`src/rtl/monitor_capture_framer.sv`:
```
// Capture framer: wraps each channel-tagged Avalon-ST packet in a header/body/trailer frame.
// Optional timestamp word after the header when CAPTURE_FRAMER_TIMESTAMP_EN is defined.
module monitor_capture_framer #(
  parameter logic [7:0]  MAGIC_HDR   = 8'hA5,
  parameter logic [7:0]  MAGIC_TRL   = 8'h5A,
  parameter int unsigned SEQ_WIDTH   = 16,
  parameter int unsigned COUNT_WIDTH = 20
) (
  input  logic        clk,
  input  logic        reset,
  input  logic        in_channel,
  input  logic        in_valid,
  output logic        in_ready,
  input  logic [31:0] in_data,
  input  logic        in_startofpacket,
  input  logic        in_endofpacket,
  input  logic [1:0]  in_empty,
  output logic        out_valid,
  input  logic        out_ready,
  output logic [31:0] out_data,
  output logic        out_startofpacket,
  output logic        out_endofpacket,
  output logic [1:0]  out_empty,
  output logic [15:0] drop_count
);

  localparam int unsigned DATA_W = 32;
  localparam int unsigned DROP_W = 16;

  typedef enum logic [2:0] {
    S_IDLE,
    S_HEADER,
`ifdef CAPTURE_FRAMER_TIMESTAMP_EN
    S_TSTAMP,
`endif
    S_BODY,
    S_TRAILER
  } state_t;

  state_t                 state;
  logic                   cur_ch;
  logic [SEQ_WIDTH-1:0]   seq [2];
  logic [COUNT_WIDTH-1:0] beat_cnt;
  logic                   err;
  logic [1:0]             lat_empty;
  logic                   trl_sent;
`ifdef CAPTURE_FRAMER_TIMESTAMP_EN
  logic [DATA_W-1:0]      ts_cnt;
  logic [DATA_W-1:0]      ts_lat;
`endif

  logic load;
  logic first_beat;
  logic sop_err;

  assign load       = out_ready || !out_valid;
  assign first_beat = (beat_cnt == '0);
  assign sop_err    = in_valid && in_startofpacket && !first_beat;
  assign out_empty  = 2'b00;

  // IDLE drains orphan beats regardless of the output slice; BODY follows it
  always_comb begin
    in_ready = 1'b0;
    case (state)
      S_IDLE:  in_ready = !in_startofpacket;
      S_BODY:  in_ready = load && !(in_startofpacket && !first_beat);
      default: in_ready = 1'b0;
    endcase
  end

  always_ff @(posedge clk) begin
    if (reset) begin
      state             <= S_IDLE;
      cur_ch            <= 1'b0;
      seq[0]            <= '0;
      seq[1]            <= '0;
      beat_cnt          <= '0;
      err               <= 1'b0;
      lat_empty         <= 2'b00;
      trl_sent          <= 1'b0;
      out_valid         <= 1'b0;
      out_data          <= '0;
      out_startofpacket <= 1'b0;
      out_endofpacket   <= 1'b0;
      drop_count        <= '0;
`ifdef CAPTURE_FRAMER_TIMESTAMP_EN
      ts_cnt            <= '0;
      ts_lat            <= '0;
`endif
    end else begin
`ifdef CAPTURE_FRAMER_TIMESTAMP_EN
      ts_cnt <= ts_cnt + DATA_W'(1);
`endif
      // An emptied slice stays invalid unless a state below refills it
      if (load) begin
        out_valid         <= 1'b0;
        out_startofpacket <= 1'b0;
        out_endofpacket   <= 1'b0;
      end

      case (state)
        S_IDLE: begin
          if (in_valid) begin
            if (in_startofpacket) begin
              cur_ch <= in_channel;
              state  <= S_HEADER;
            end else if (drop_count != {DROP_W{1'b1}}) begin
              drop_count <= drop_count + DROP_W'(1);
            end
          end
        end

        S_HEADER: begin
          if (load) begin
            out_valid         <= 1'b1;
            out_data          <= {MAGIC_HDR, 7'd0, cur_ch, 16'(seq[cur_ch])};
            out_startofpacket <= 1'b1;
`ifdef CAPTURE_FRAMER_TIMESTAMP_EN
            ts_lat            <= ts_cnt;
            state             <= S_TSTAMP;
`else
            state             <= S_BODY;
`endif
          end
        end

`ifdef CAPTURE_FRAMER_TIMESTAMP_EN
        S_TSTAMP: begin
          if (load) begin
            out_valid <= 1'b1;
            out_data  <= ts_lat;
            state     <= S_BODY;
          end
        end
`endif

        S_BODY: begin
          if (in_valid && in_ready) begin
            out_valid <= 1'b1;
            out_data  <= in_data;
            if (beat_cnt != {COUNT_WIDTH{1'b1}})
              beat_cnt <= beat_cnt + COUNT_WIDTH'(1);
            if (in_endofpacket) begin
              lat_empty <= in_empty;
              state     <= S_TRAILER;
            end
          end else if (load && sop_err) begin
            // Early sop closes this frame; the beat is held for the next one
            err   <= 1'b1;
            state <= S_TRAILER;
          end
        end

        S_TRAILER: begin
          if (!trl_sent) begin
            if (load) begin
              out_valid       <= 1'b1;
              out_data        <= {MAGIC_TRL, err, lat_empty, 1'b0, 20'(beat_cnt)};
              out_endofpacket <= 1'b1;
              trl_sent        <= 1'b1;
            end
          end else if (out_valid && out_ready) begin
            seq[cur_ch] <= seq[cur_ch] + SEQ_WIDTH'(1);
            beat_cnt    <= '0;
            err         <= 1'b0;
            lat_empty   <= 2'b00;
            trl_sent    <= 1'b0;
            state       <= S_IDLE;
          end
        end

        default: state <= S_IDLE;
      endcase
    end
  end

endmodule
```
`config.mk`:
```
export PLATFORM = sky130hd
export DESIGN_NAME = monitor_capture_framer
export DESIGN_NICKNAME = d
export VERILOG_FILES = /design/src/rtl/monitor_capture_framer.sv
export SDC_FILE = /design/constraint.sdc
export NUM_CORES = 1
export LEC_CHECK = 0
export ABC_AREA = 1
export CORE_UTILIZATION = 56
export CTS_BUF_LIST = sky130_fd_sc_hd__clkbuf_8
export DETAILED_ROUTE_END_ITERATION = 8
export GPL_ROUTABILITY_DRIVEN = 0
export PLACE_DENSITY_LB_ADDON = 0.1
export SYNTH_ARGS = -nofsm -noshare
export SYNTH_HDL_FRONTEND = slang
export SYNTH_SLANG_ARGS = --single-unit
export TNS_END_PERCENT = 5
```
`constraint.sdc`:
```
create_clock -name clk -period 2.7 [get_ports clk]
set_input_delay 0.27 -clock clk [delete_from_list [all_inputs] [get_ports clk]]
set_output_delay 0.27 -clock clk [all_outputs]
set_load 0.005 [all_outputs]
```
=== Word-level counts from Yosys, hierarchy flattened ===
Memory sizes are Yosys's and may differ from the RTL's. A register that Yosys moved wholly into a read port is not among the register bits.
Index checks and enable logic that the tools add are counted.

* Register bits: 79
* Bits of input ports: 41
* Memories kept: 1
* RAM bits: 32

* Reduce and logical (&&, ||, !) cells: 24
* Eq/ne operators: 19
* Bitwise operators: 1
* Multiplexer cells: 57
* Add/sub/neg operators: 3

{| class="wikitable"
|+ Memories
! memory !! depth !! bits a word !! rd ports !! clocked after memory_dff !! wr ports !! RTL line !! text
|-
| seq || 2 || 16 || 1 || 1 || 2 || 42 || <nowiki>logic [SEQ_WIDTH-1:0] seq [2];</nowiki>
|}

{| class="wikitable"
|+ Operator list
! kind !! count
|-
| $mux W32 || 4
|-
| $pmux W32 S3 || 1
|-
| $mux W20 || 4
|-
| $pmux W20 S2 || 1
|-
| $add A16 B1 Y16 const B || 2
|-
| $mux W1 || 29
|-
| $mux W3 || 8
|-
| $ne A2 B2 Y1 const B || 12
|-
| $add A20 B1 Y20 const B || 1
|-
| $logic_not A20 Y1 || 1
|-
| $ne A20 B20 Y1 const B || 1
|-
| $reduce_and A5 Y1 || 4
|-
| $mux W16 || 1
|-
| $ne A16 B16 Y1 const B || 1
|-
| $reduce_or A16 Y1 || 1
|-
| $pmux W3 S4 || 1
|-
| $mux W2 || 4
|-
| $logic_and A1 B1 Y1 || 7
|-
| $reduce_and A7 Y1 || 1
|-
| $eq A3 B2 Y1 const B || 2
|-
| $ne A3 B3 Y1 const B || 2
|-
| $logic_not A1 Y1 || 4
|-
| $pmux W1 S2 || 2
|-
| $pmux W2 S2 || 1
|-
| 9 further kinds || 9
|}

=== Depth between registers and ports, before layout ===
* Depth after elaboration: 9
* Depth in mapped cells: 13
* Mapped depth without buffers: 13

=== Worst setup path before layout ===
OpenSTA, ideal clock, no wires.

* Kind: reg-to-reg
* Start point: register state[0]
* End point: memory seq[0][0], enable pin
* Arrival: 1.742 ns
* Cell stages (with the launch flop): 7
* Clock period less this slack: 2.114 ns
* Setup time: 0.372 ns
* Data required time: 2.328 ns
* Setup slack: 0.586 ns
* Cells stage by stage: dfxtp_1 > ha_1 > inv_2 > nor3_1 > nand3_1 > clkbuf_1 > nand2_1

{| class="wikitable"
|+ RTL lines
! item !! RTL line !! text
|-
| from (decl) || 40 || <nowiki>state_t state;</nowiki>
|-
| from (signal assigned) || 73 || <nowiki>state <= S_IDLE;</nowiki>
|-
| from (signal assigned) || 106 || <nowiki>state <= S_HEADER;</nowiki>
|-
| from (signal assigned) || 122 || <nowiki>state <= S_BODY;</nowiki>
|-
| to (decl) || 42 ||
|}

==> key figures <==
Route
  • Drt wl/cell: between 10 and 15 um
  • Total wire length: 16230 um
  • Vias after detailed routing: ~6000
  • # DRC: 0
  • First-pass DRT Iterations: 5
  • Vias per inst: 5.612
  • Post-route ant nets: 0
  • 1st-iter DRT viols: between 400 and 500

Yosys
  • Most frequent cell after synthesis: nand2_1
  • Async SR Flop Fraction: 0%
  • Synth Register Bits: 111
  • Cells after Synth: around 870
  • Synth warn: 0
  • Ys flop type: dfxtp_1
  • Yosys top cell area share: between 20% and 30%
  • Avg Cell Area, Syn: 7.012 sq um
  • Post-synth EDFFs: 32
  • Commonest cells in the synthesized netlist: nand2_1, nor2_1, dfxtp_1
  • Sequential share of the synthesized area: between 40% and 50%
  • Synth area leaders: dfxtp_1, edfxtp_1, nand2_1
  • Mapped Area: between 6000 and 7000 sq um
  • Leading area contributor after synthesis: dfxtp_1
  • Unique cell type count in the Yosys netlist: 38

Global routing
  • Vias in the first global route: roughly 5700
  • Pin count of the biggest net entering global routing: 45
  • Tot GR Track Use: approximately 30%
  • GR Overflow Total: 0
  • Global-route wire length before repair: roughly 27000 um
  • Initial antenna violation count: 0

Worst setup path
  • CP max stage delay: a little over 0.7 ns
  • WP data arrival: ~2.5 ns
  • FF-to-FF path depth: 7
  • Required @ worst endpoint: ~2.8 ns
  • R2R Setup Slk: between 0.3 and 0.4 ns
  • R2R Path End: seq[0][11]
  • CP cell instances: buf_4 -> o21ai_1 -> nor2_1 -> nand3_1 -> nor3_1 -> or2_1 -> a21oi_1
  • Startpoint types: flip-flop
  • Worst Path Max Fanout: 17
  • WS Path Type: flip-flop to flip-flop
  • Crit. End Element: flip-flop
  • Slowest cell on crit path: dfxtp_1

Timing
  • Fmax: roughly 420 MHz
  • Final setup fails: 0
  • Max-slew headroom: 49.69%
  • Max-slew violation count: 0
  • Setup TNS: 0 ns
  • Final WS setup: 0.3276 ns
  • Hold Fails Final Rpt: 0
  • WHS: between 0.4 and 0.5 ns
  • Final Cycle Share: between 80% and 90%
  • Min Tclk post-route: 2.372 ns
  • RSZ-0062 raised after global routing: no
  • Clock Skews: about 0.012 ns
  • Worst Max-Slew Pin Slew: around 0.75 ns

Placed design
  • Cell Area, Placed: between 7000 and 8000 sq um
  • Detailed placement HPWL: 11780 um
  • Pre-CTS WS: roughly 0.23 ns
  • Port buffer count: 92
  • Placed cells: 1078

Clocking
  • CTS buffer count: 9
  • Number of post-CTS setup repair buffers: 0
  • Worst-path clk slew: about 0.10 ns
  • CTS tree: done
  • Clock latency on the worst-skew pair: roughly 0.37 ns
  • CTS Root Cell: clkbuf_8
  • Post-CTS Resized: 0
  • Hold_buf cts: 0
  • Clock tree buffer depth: 2
  • CTS H-tree depth: 3
  • Clock sinks: approximately 110

Power
  • Switching pwr: 2.465 mW
  • Clock power share: around 15%
  • Leakage: ~2.8 nW
  • Gate power share: around half
  • PwrDens: between 800 and 900 nW/um^2
  • Maximum vdd drop: 0.0004613 V
  • Switching share of power: 40.93%
  • Register share of total power: approximately 37%
  • Int Power: 3.557 mW

Hold path
  • Hold crit path type: flip-flop to flip-flop
  • Min-delay src: lat_empty[1]
  • WHS Endpoint: lat_empty[1]
  • Hold Crit Depth: 2

Finish
  • Fraction of layout cells with a size suffix above 1: 5.428%
  • Non-Filler Instances: around 1100
  • Area grow syn2layout: 19.68%
  • NumNets Final: approximately 1000
  • Final instance area: ~7300 sq um
  • Ant diodes: 0

Floorplanning
  • Initial Util: just under 60%
  • Die height: ~110 um
  • Die X: 106.5 um
  • Top-level I/O count: 95
  • Die area: around 11000 sq um
  • Core Region: 10460 sq um
  • FP Rows: 37

Outcome
  • Status: finished, final reports clean

Run
  • Max_cap viols: 0
registers in the layout, indices dropped and copies added (netlist names), named ones only:
signal / cells
beat_cnt: 20
cur_ch: 1
drop_count: 16
err: 1
lat_empty: 2
out_data: 32
out_valid: 1
seq: 32
state: 2
trl_sent: 1
power by group through the flow:
stage	Clock, mW	Sequential [mW]	Combinational [mW]
3_3_place_gp	0	2.24	2.79
6_report	0.892	2.21	2.92
2_1_floorplan	0	2.24	1.79
3_5_place_dp	0	2.25	2.88
4_1_cts	0.920	2.21	2.89
5_1_grt	0.975	2.25	3.24
kinds of logic (layout without fill, tap and decap cells):
family / after synthesis / in the layout / synth area share [%]
compound gates: 137 / 137 / 12.81
xor+xnor: 26 / 26 / 3.724
fa+ha+maj: 8 / 8 / 1.637
buf+inv: 116 / 201 / 7.776
flops: 111 / 111 / 41.58
other cells: 1 / 2 / 0.06133
simple gates: 473 / 473 / 32.41
critical path: cells and delay by family (launching register included):
kind	cells	cell delay, ns
simple gates	4	0.79
flops	1	0.72
buf+inv	1	0.33
compound gates	2	0.28
area by class of cell:
type                    count  area, sq um
repair buffers            110         1056
inverters                  75        281.5
multi-input cells         646         3100
clock buffers              10        137.6
clock inverters             6        30.03
flip-flops and latches    111         2542
well taps                 136        170.2
fillers                   920         3144
layer usage:
metal	GRT usage (%)	vias up	wire length (um)
met5	0	-	0
met4	11.55	0	318
met2	49.54	270	7774
met1	39.05	2827	6925
met3	4.414	34	1217
li1	-	3009	-
how the worst max path moves through the flow:
stage / slack [ns] / depth (start not counted) / start / to
2_1_floorplan: 0.59 / 6 / state[0] / seq[0][0]
6_report: 0.33 / 7 / flip-flop / seq[0][11]
5_1_grt: 0.05 / 8 / flip-flop / seq[1][15]
3_5_place_dp: 0.23 / 8 / out_ready / out_data[12]
4_1_cts: 0.32 / 11 / beat_cnt[0] / out_data[12]
3_3_place_gp: 0.35 / 8 / out_ready / out_data[10]
layout by cell type (no fill, tap or decap), types with 4 or more instances in the layout:
master | synthesis | layout
dfxtp_1 | 79 | 79
nand3_1 | 69 | 69
ha_1 | 8 | 8
xnor2_1 | 7 | 7
a22o_1 | 4 | 4
edfxtp_1 | 32 | 32
nand2_1 | 187 | 187
nor3_1 | 15 | 15
o21ai_2 | 8 | 8
inv_1 | 73 | 75
nor2_1 | 173 | 173
buf_4 | 5 | 18
a221oi_1 | 9 | 9
o21ai_0 | 43 | 43
a21oi_1 | 60 | 60
o21ai_1 | 7 | 7
xor2_1 | 19 | 19
nand4_1 | 12 | 12
clkbuf_8 | 0 | 10
clkdlybuf4s50_1 | 0 | 92
per-stage QoR:
stage	utilization (%)	power (mW)
floorplan	-	4.030
global placement	68.34	5.023
detailed placement	68.34	5.127
CTS	69.95	6.022
global route	69.95	6.470
finish	69.95	6.022
No activity file was read; power rests on OpenSTA's default activity.
